$ cat src/rtl/mux4_rr_arbiter_if.sv
// Bus bundle between the requesters and the round-robin mux arbiter.
// Handshake meaning: each REQ bit is a level request. The matching GNT bit
// goes high the cycle after REQ is sampled and stays high while that source
// owns the mux. VALID marks any active grant, and Y is meaningful only then.
interface mux4_rr_arbiter_if #(
    parameter int W = 1
);
    logic [3:0]   REQ;
    logic [W-1:0] A;
    logic [W-1:0] B;
    logic [W-1:0] C;
    logic [W-1:0] D;
    logic [3:0]   GNT;
    logic         S0;
    logic         S1;
    logic         VALID;
    logic [W-1:0] Y;

    // Requester side: drives requests and data, observes the grant and mux output.
    modport master (
        output REQ, A, B, C, D,
        input  GNT, S0, S1, VALID, Y
    );

    // Arbiter side.
    modport slave (
        input  REQ, A, B, C, D,
        output GNT, S0, S1, VALID, Y
    );
endinterface

$ cat src/rtl/mux4_rr_arbiter.sv
// Round-robin arbiter that owns the select lines of a 4:1 mux.
// A grant is held while its requester keeps REQ high. Under contention it is
// rotated after MAX_HOLD cycles. The mux itself is the combinational Y path.
module mux4_rr_arbiter #(
    parameter int W        = 1,
    parameter int MAX_HOLD = 4
) (
    input  logic                CLK,
    input  logic                RST,
    mux4_rr_arbiter_if.slave    bus,
    output logic                o_dbg_state,
    output logic [3:0]          o_dbg_hold
);
    typedef enum logic {
        IDLE = 1'b0,
        BUSY = 1'b1
    } state_t;

    localparam logic [3:0] HOLD_MAX = 4'(MAX_HOLD);

    state_t     r_state;
    logic [3:0] r_gnt;
    logic [1:0] r_sel;
    logic       r_valid;
    logic [3:0] r_cnt;
    logic [1:0] r_ptr;

    logic [3:0] w_search;
    logic       w_any;
    logic [1:0] w_pick;
    logic       w_cur_req;

    // While busy, only the other requesters compete. The current owner is
    // handled by the hold rules instead. r_ptr always equals the current owner
    // while busy, so one search base serves both states.
    always_comb begin
        w_search = (r_state == BUSY) ? (bus.REQ & ~r_gnt) : bus.REQ;
        w_any    = |w_search;
        w_cur_req = bus.REQ[r_sel];
    end

    // Round-robin search starting one past the pointer, wrapping modulo 4.
    always_comb begin
        logic       found;
        logic [1:0] cand;
        found  = 1'b0;
        w_pick = r_ptr;
        cand   = r_ptr;
        for (int k = 1; k <= 4; k++) begin
            cand = r_ptr + 2'(k);
            if (!found && w_search[cand]) begin
                found  = 1'b1;
                w_pick = cand;
            end
        end
    end

    // Arbitration FSM. All outputs are registered here.
    always_ff @(posedge CLK) begin
        if (RST) begin
            r_state <= IDLE;
            r_gnt   <= 4'b0000;
            r_sel   <= 2'b00;
            r_valid <= 1'b0;
            r_cnt   <= 4'd0;
            r_ptr   <= 2'd3;
        end else begin
            case (r_state)
                IDLE: begin
                    if (w_any) begin
                        r_state <= BUSY;
                        r_gnt   <= 4'b0001 << w_pick;
                        r_sel   <= w_pick;
                        r_valid <= 1'b1;
                        r_cnt   <= 4'd1;
                        r_ptr   <= w_pick;
                    end
                end
                BUSY: begin
                    if (!w_cur_req) begin
                        if (w_any) begin
                            // Owner released with others waiting: hand over with no idle gap.
                            r_gnt <= 4'b0001 << w_pick;
                            r_sel <= w_pick;
                            r_cnt <= 4'd1;
                            r_ptr <= w_pick;
                        end else begin
                            // Owner released and nobody waits. S1/S0 keep their last value.
                            r_state <= IDLE;
                            r_gnt   <= 4'b0000;
                            r_valid <= 1'b0;
                            r_cnt   <= 4'd0;
                        end
                    end else if ((r_cnt == HOLD_MAX) && w_any) begin
                        // Hold budget used up while others wait: rotate.
                        r_gnt <= 4'b0001 << w_pick;
                        r_sel <= w_pick;
                        r_cnt <= 4'd1;
                        r_ptr <= w_pick;
                    end else if (r_cnt < HOLD_MAX) begin
                        r_cnt <= r_cnt + 4'd1;
                    end
                end
                default: r_state <= IDLE;
            endcase
        end
    end

    // Inline 4:1 mux driven by the registered selects, gated to 0 when idle.
    always_comb begin
        bus.Y = '0;
        if (r_valid) begin
            case (r_sel)
                2'd0:    bus.Y = bus.A;
                2'd1:    bus.Y = bus.B;
                2'd2:    bus.Y = bus.C;
                default: bus.Y = bus.D;
            endcase
        end
    end

    assign bus.GNT     = r_gnt;
    assign bus.S1      = r_sel[1];
    assign bus.S0      = r_sel[0];
    assign bus.VALID   = r_valid;
    assign o_dbg_state = r_state;
    assign o_dbg_hold  = r_cnt;
endmodule

$ cat src/flat_wrapper.sv
// flat-port wrapper written by rule: the top's interface ports become plain ports
module mux4_rr_arbiter_flat 
#(
    parameter int W        = 1,
    parameter int MAX_HOLD = 4
)
  (CLK, RST, o_dbg_state, o_dbg_hold, bus_REQ, bus_A, bus_B, bus_C, bus_D, bus_GNT, bus_S0, bus_S1, bus_VALID, bus_Y);
  mux4_rr_arbiter_if #(.W(W)) bus_i ();
  input  logic CLK;
  input  logic RST;
  output logic o_dbg_state;
  output logic [3:0] o_dbg_hold;
  input wire logic [$bits(bus_i.REQ)-1:0] bus_REQ;
  input wire logic [$bits(bus_i.A)-1:0] bus_A;
  input wire logic [$bits(bus_i.B)-1:0] bus_B;
  input wire logic [$bits(bus_i.C)-1:0] bus_C;
  input wire logic [$bits(bus_i.D)-1:0] bus_D;
  output wire logic [$bits(bus_i.GNT)-1:0] bus_GNT;
  output wire logic [$bits(bus_i.S0)-1:0] bus_S0;
  output wire logic [$bits(bus_i.S1)-1:0] bus_S1;
  output wire logic [$bits(bus_i.VALID)-1:0] bus_VALID;
  output wire logic [$bits(bus_i.Y)-1:0] bus_Y;
  assign bus_i.REQ = bus_REQ;
  assign bus_i.A = bus_A;
  assign bus_i.B = bus_B;
  assign bus_i.C = bus_C;
  assign bus_i.D = bus_D;
  assign bus_GNT = bus_i.GNT;
  assign bus_S0 = bus_i.S0;
  assign bus_S1 = bus_i.S1;
  assign bus_VALID = bus_i.VALID;
  assign bus_Y = bus_i.Y;
  mux4_rr_arbiter #(.W(W), .MAX_HOLD(MAX_HOLD)) u_core (.CLK(CLK), .RST(RST), .bus(bus_i), .o_dbg_state(o_dbg_state), .o_dbg_hold(o_dbg_hold));
endmodule
$ cat config.mk
export PLATFORM = sky130hd
export DESIGN_NAME = mux4_rr_arbiter_flat
export DESIGN_NICKNAME = d
export VERILOG_FILES = /design/src/rtl/mux4_rr_arbiter_if.sv /design/src/rtl/mux4_rr_arbiter.sv /design/src/flat_wrapper.sv
export SDC_FILE = /design/constraint.sdc
export NUM_CORES = 1
export LEC_CHECK = 0
export CAP_MARGIN = 0
export CORE_ASPECT_RATIO = 1.25
export CORE_MARGIN = 4
export CORE_UTILIZATION = 45
export CTS_CLUSTER_SIZE = 10
export DETAILED_ROUTE_END_ITERATION = 12
export HOLD_SLACK_MARGIN = 0.05
export PLACE_DENSITY = 0.75
export SLEW_MARGIN = 15
export SYNTH_ARGS = -nofsm -noshare
export SYNTH_HDL_FRONTEND = slang
export SYNTH_SLANG_ARGS = --single-unit
$ cat constraint.sdc
create_clock -name CLK -period 2.3 [get_ports CLK]
set_input_delay 0.69 -clock CLK [delete_from_list [all_inputs] [get_ports CLK]]
set_output_delay 0.69 -clock CLK [all_outputs]
set_load 0.02 [all_outputs]
==> key figures <==
Run status
  • Status: finished, final reports clean

STA
  • Final Setup Violations: 0
  • Crit share post-route: 98.7%
  • Unrepaired setup endpoints after global routing: no
  • Slew headroom: 74.4%
  • Setup TNS: 0 ns
  • Final WS setup: 0.0294 ns
  • Min Tclk post-route: 2.27 ns
  • Max Slew Vio Count: 0
  • Layout Skew: 0.000502 ns
  • Maximum clock rate: 440 MHz
  • Final hold violation count: 0
  • Worst slew pin tran: 0.383 ns

Clock tree
  • Later-pin clock latency in the skew report: 0.29 ns
  • Clock buffers created by TritonCTS: 3
  • Root buf cell: clkbuf_4
  • Setup bufs post-CTS: 0
  • Clock sinks: 14
  • Max Buffers Root-to-Sink: 2
  • CTS tree: done
  • # hold bufs at CTS: 0
  • Clk slew on worst S/H paths: 0.09 ns
  • Htree depth: 1

Detailed routing
  • Vias per cell: 5.53
  • Post-DRT Antenna Nets: 0
  • Final routed DRC violation total: 0
  • Total wire length: 2200 µm
  • WL/cell: 14.7 µm
  • Via count: 830
  • First drt pass iteration count: 4
  • Initial DRC Count: 14

Floorplanning
  • Die Area: 2740 µm²
  • IO Pins: 23
  • Initial Util: 48.9%
  • Core ar.: 1810 µm²
  • Die X: 47.7 µm
  • Row Count: 17
  • Die Ht: 57.6 µm

Synth
  • Post-synth EDFFs: 0
  • FF+latch count, synth: 14
  • Synth Net Count: 103
  • Cell Area, Synth: 885 µm²
  • Ys async rst share: 0%
  • Synth top area share: 31.7%
  • Seq/Total Area, Yosys: 31.7%
  • Avg Inst Size Synth: 9.72 µm²
  • Yosys top cell by area: dfxtp_1
  • Library cells used by synthesis: 39
  • Cells after synthesis: 91
  • Largest cells by area after synthesis: dfxtp_1 (32%), mux4_2 (5.1%), o221ai_1 (4.0%)
  • Top_reg_cell synth: dfxtp_1
  • Number of synthesis warnings: 0

Global route
  • Vias in the first global route: 902
  • Global-route wire length before repair: 3890 µm
  • Initial antenna violation count: 0
  • Largest net degree at the start of global routing: 11
  • Total track usage: 19.8%
  • Total gr overflow: 0

Setup path
  • Critical Path End Type: output port
  • Register-to-Register Setup Slack: 0.42 ns
  • Worst R2R Start: u_core.o_dbg_state$_SDFF_PP0_
  • Worst r2r dst: u_core.bus.GNT[1]$_SDFFE_PP0P_
  • WS Path Type: in2out
  • Largest fanout on the critical path: 1
  • Crit path capture: bus_Y
  • CP required: 1.61 ns
  • CP Launch Type: primary input
  • Cell count of the worst reg-to-reg path: 5
  • Worst setup path startpoint: bus_B
  • CP arrival: 1.58 ns

Final layout
  • Sequential cell area: 280 µm²
  • Fraction of layout cells with a size suffix above 1: 26.7%
  • P&R area growth vs syn: 43.6%
  • Multi-input logic area: 553 µm²
  • Final #Nets: 144
  • Layout Cells excl Fill: 150
  • Post-layout util: 70.2%
  • Ant diodes: 0
  • # fillers: 153

Power and ir drop
  • Sequential share of power: 34.0%
  • Power, Total: 0.000937 W
  • Sw frac: 35.2%
  • Cell internal pwr: 0.000608 W
  • Sw Pwr: 0.000329 W
  • Pleak: 0.526 nW
  • Logic gate share of total power: 46.4%
  • Peak VDD IR: 0.000505 V
  • Clk network pwr share: 19.5%
  • Pwr dens: 738 nW/µm²

Placement
  • Hpwl dp: 1760 µm
  • Input/output buffers: 22
  • Pre-CTS setup slack: -0.636 ns
  • RePlAce Congestion: 0.839
  • Placed Cells: 146

Min path
  • HP Start: u_core.bus.GNT[2]$_SDFFE_PP0P_
  • Worst hold path class: reg2reg

Run
  • # Max-Cap Violations: 0
==> placed cells by master, fill, tap and decap left out, types with 2 or more instances in the layout <==
cell and count:
buf_4 17, mux2i_1 2, nor2_1 6, nand2_1 2, inv_1 6, clkdlybuf4s15_1 4, a22o_1 2, nand3_1 3
a21bo_2 2, o21a_1 2, clkdlybuf4s50_1 17, nand2b_1 2, a21oi_1 6, o21bai_1 3, dfxtp_1 14, a21boi_1 3
o221ai_1 4, mux4_2 2, clkbuf_4 3, ha_1 2, nor3_1 3, o2bb2ai_1 2, o21ai_1 2, nand3b_1 2
==> flip-flops by register name, indices dropped and copies added (netlist names) <==
name                cells
u_core.bus.VALID        1
u_core.r_ptr            2
u_core.o_dbg_state      1
u_core.bus.GNT          4
u_core.o_dbg_hold       4
u_core.r_sel            2
==> cell usage after synthesis (all sizes together) (3+ instances only) <==
cell / count
o221ai: 4
nor2: 6
inv: 6
o21ai: 3
o21bai: 4
dfxtp: 14
nor3: 3
a21oi: 6
nand3: 4
a21boi: 4
==> stage by stage <==
stage / area [µm²] / hold WS, ns
after floorplan: 885 / 0.490
after global placement: 1230 / 0.472
after detailed placement: 1230 / 0.479
after CTS: 1270 / 0.494
after global routing: 1270 / 0.549
final: 1270 / 0.491
==> per-layer routing <==
layer	vias up	part of all wire (%)	global-route usage [%]
li1	423	-	-
met2	20	52	31.0
met4	0	2.5	11.2
met3	5	3.1	3.47
met5	-	0	0
met1	382	42	24.5
==> worst min-delay path by stage <==
stage,cells after the start,slack [ns],endpoint
2_1_floorplan,2,0.49,u_core.r_ptr[1]$_SDFFE_PP1P_
3_3_place_gp,1,0.47,u_core.bus.GNT[2]$_SDFFE_PP0P_
3_5_place_dp,1,0.48,u_core.bus.GNT[2]$_SDFFE_PP0P_
4_1_cts,1,0.49,u_core.bus.GNT[2]$_SDFFE_PP0P_
5_1_grt,1,0.55,u_core.bus.GNT[2]$_SDFFE_PP0P_
6_report,1,0.49,u_core.bus.GNT[2]$_SDFFE_PP0P_
==> power groups by stage <==
stage	clock [W]	combinational, W	sequential (W)
2_1_floorplan	0	0.000219	0.000355
3_3_place_gp	0	0.000424	0.000323
3_5_place_dp	0	0.000434	0.000324
4_1_cts	0.000190	0.000438	0.000319
5_1_grt	0.000204	0.000478	0.000327
6_report	0.000183	0.000435	0.000319
==> final cells by class <==
type                            instances  area share [%]
Sequential cell                        14            22.1
Clock buffer                            4            2.86
Timing Repair Buffer                   39            27.5
Inverter                                7            2.17
Tap cell                               19            1.87
Multi-Input combinational cell         67            43.5
==> worst max-delay path, stage by stage <==
cell,delay [ns]
clkdlybuf4s15_1,0.18
mux4_2,0.44
and2_4,0.15
buf_6,0.12
==> timing repair <==
| item | 4_1_cts | 5_1_grt |
|---|---|---|
| endpoints found under the setup margin | 1 | 2 |
| pin swaps | 1 | 0 |
| gates resized for setup | 15 | 1 |
==> logic make-up (layout without fill, tap and decap cells) <==
logic type | Yosys count | count (layout) | synth area share [%]
adders and majority gates | 2 | 2 | 2.83
and+or+nand+nor | 24 | 24 | 16.4
buffers and inverters | 10 | 50 | 6.08
muxes | 4 | 4 | 7.35
DFF | 14 | 14 | 31.7
AOI/OAI and AO/OA | 37 | 37 | 35.6
No activity file was read; power rests on OpenSTA's default activity.
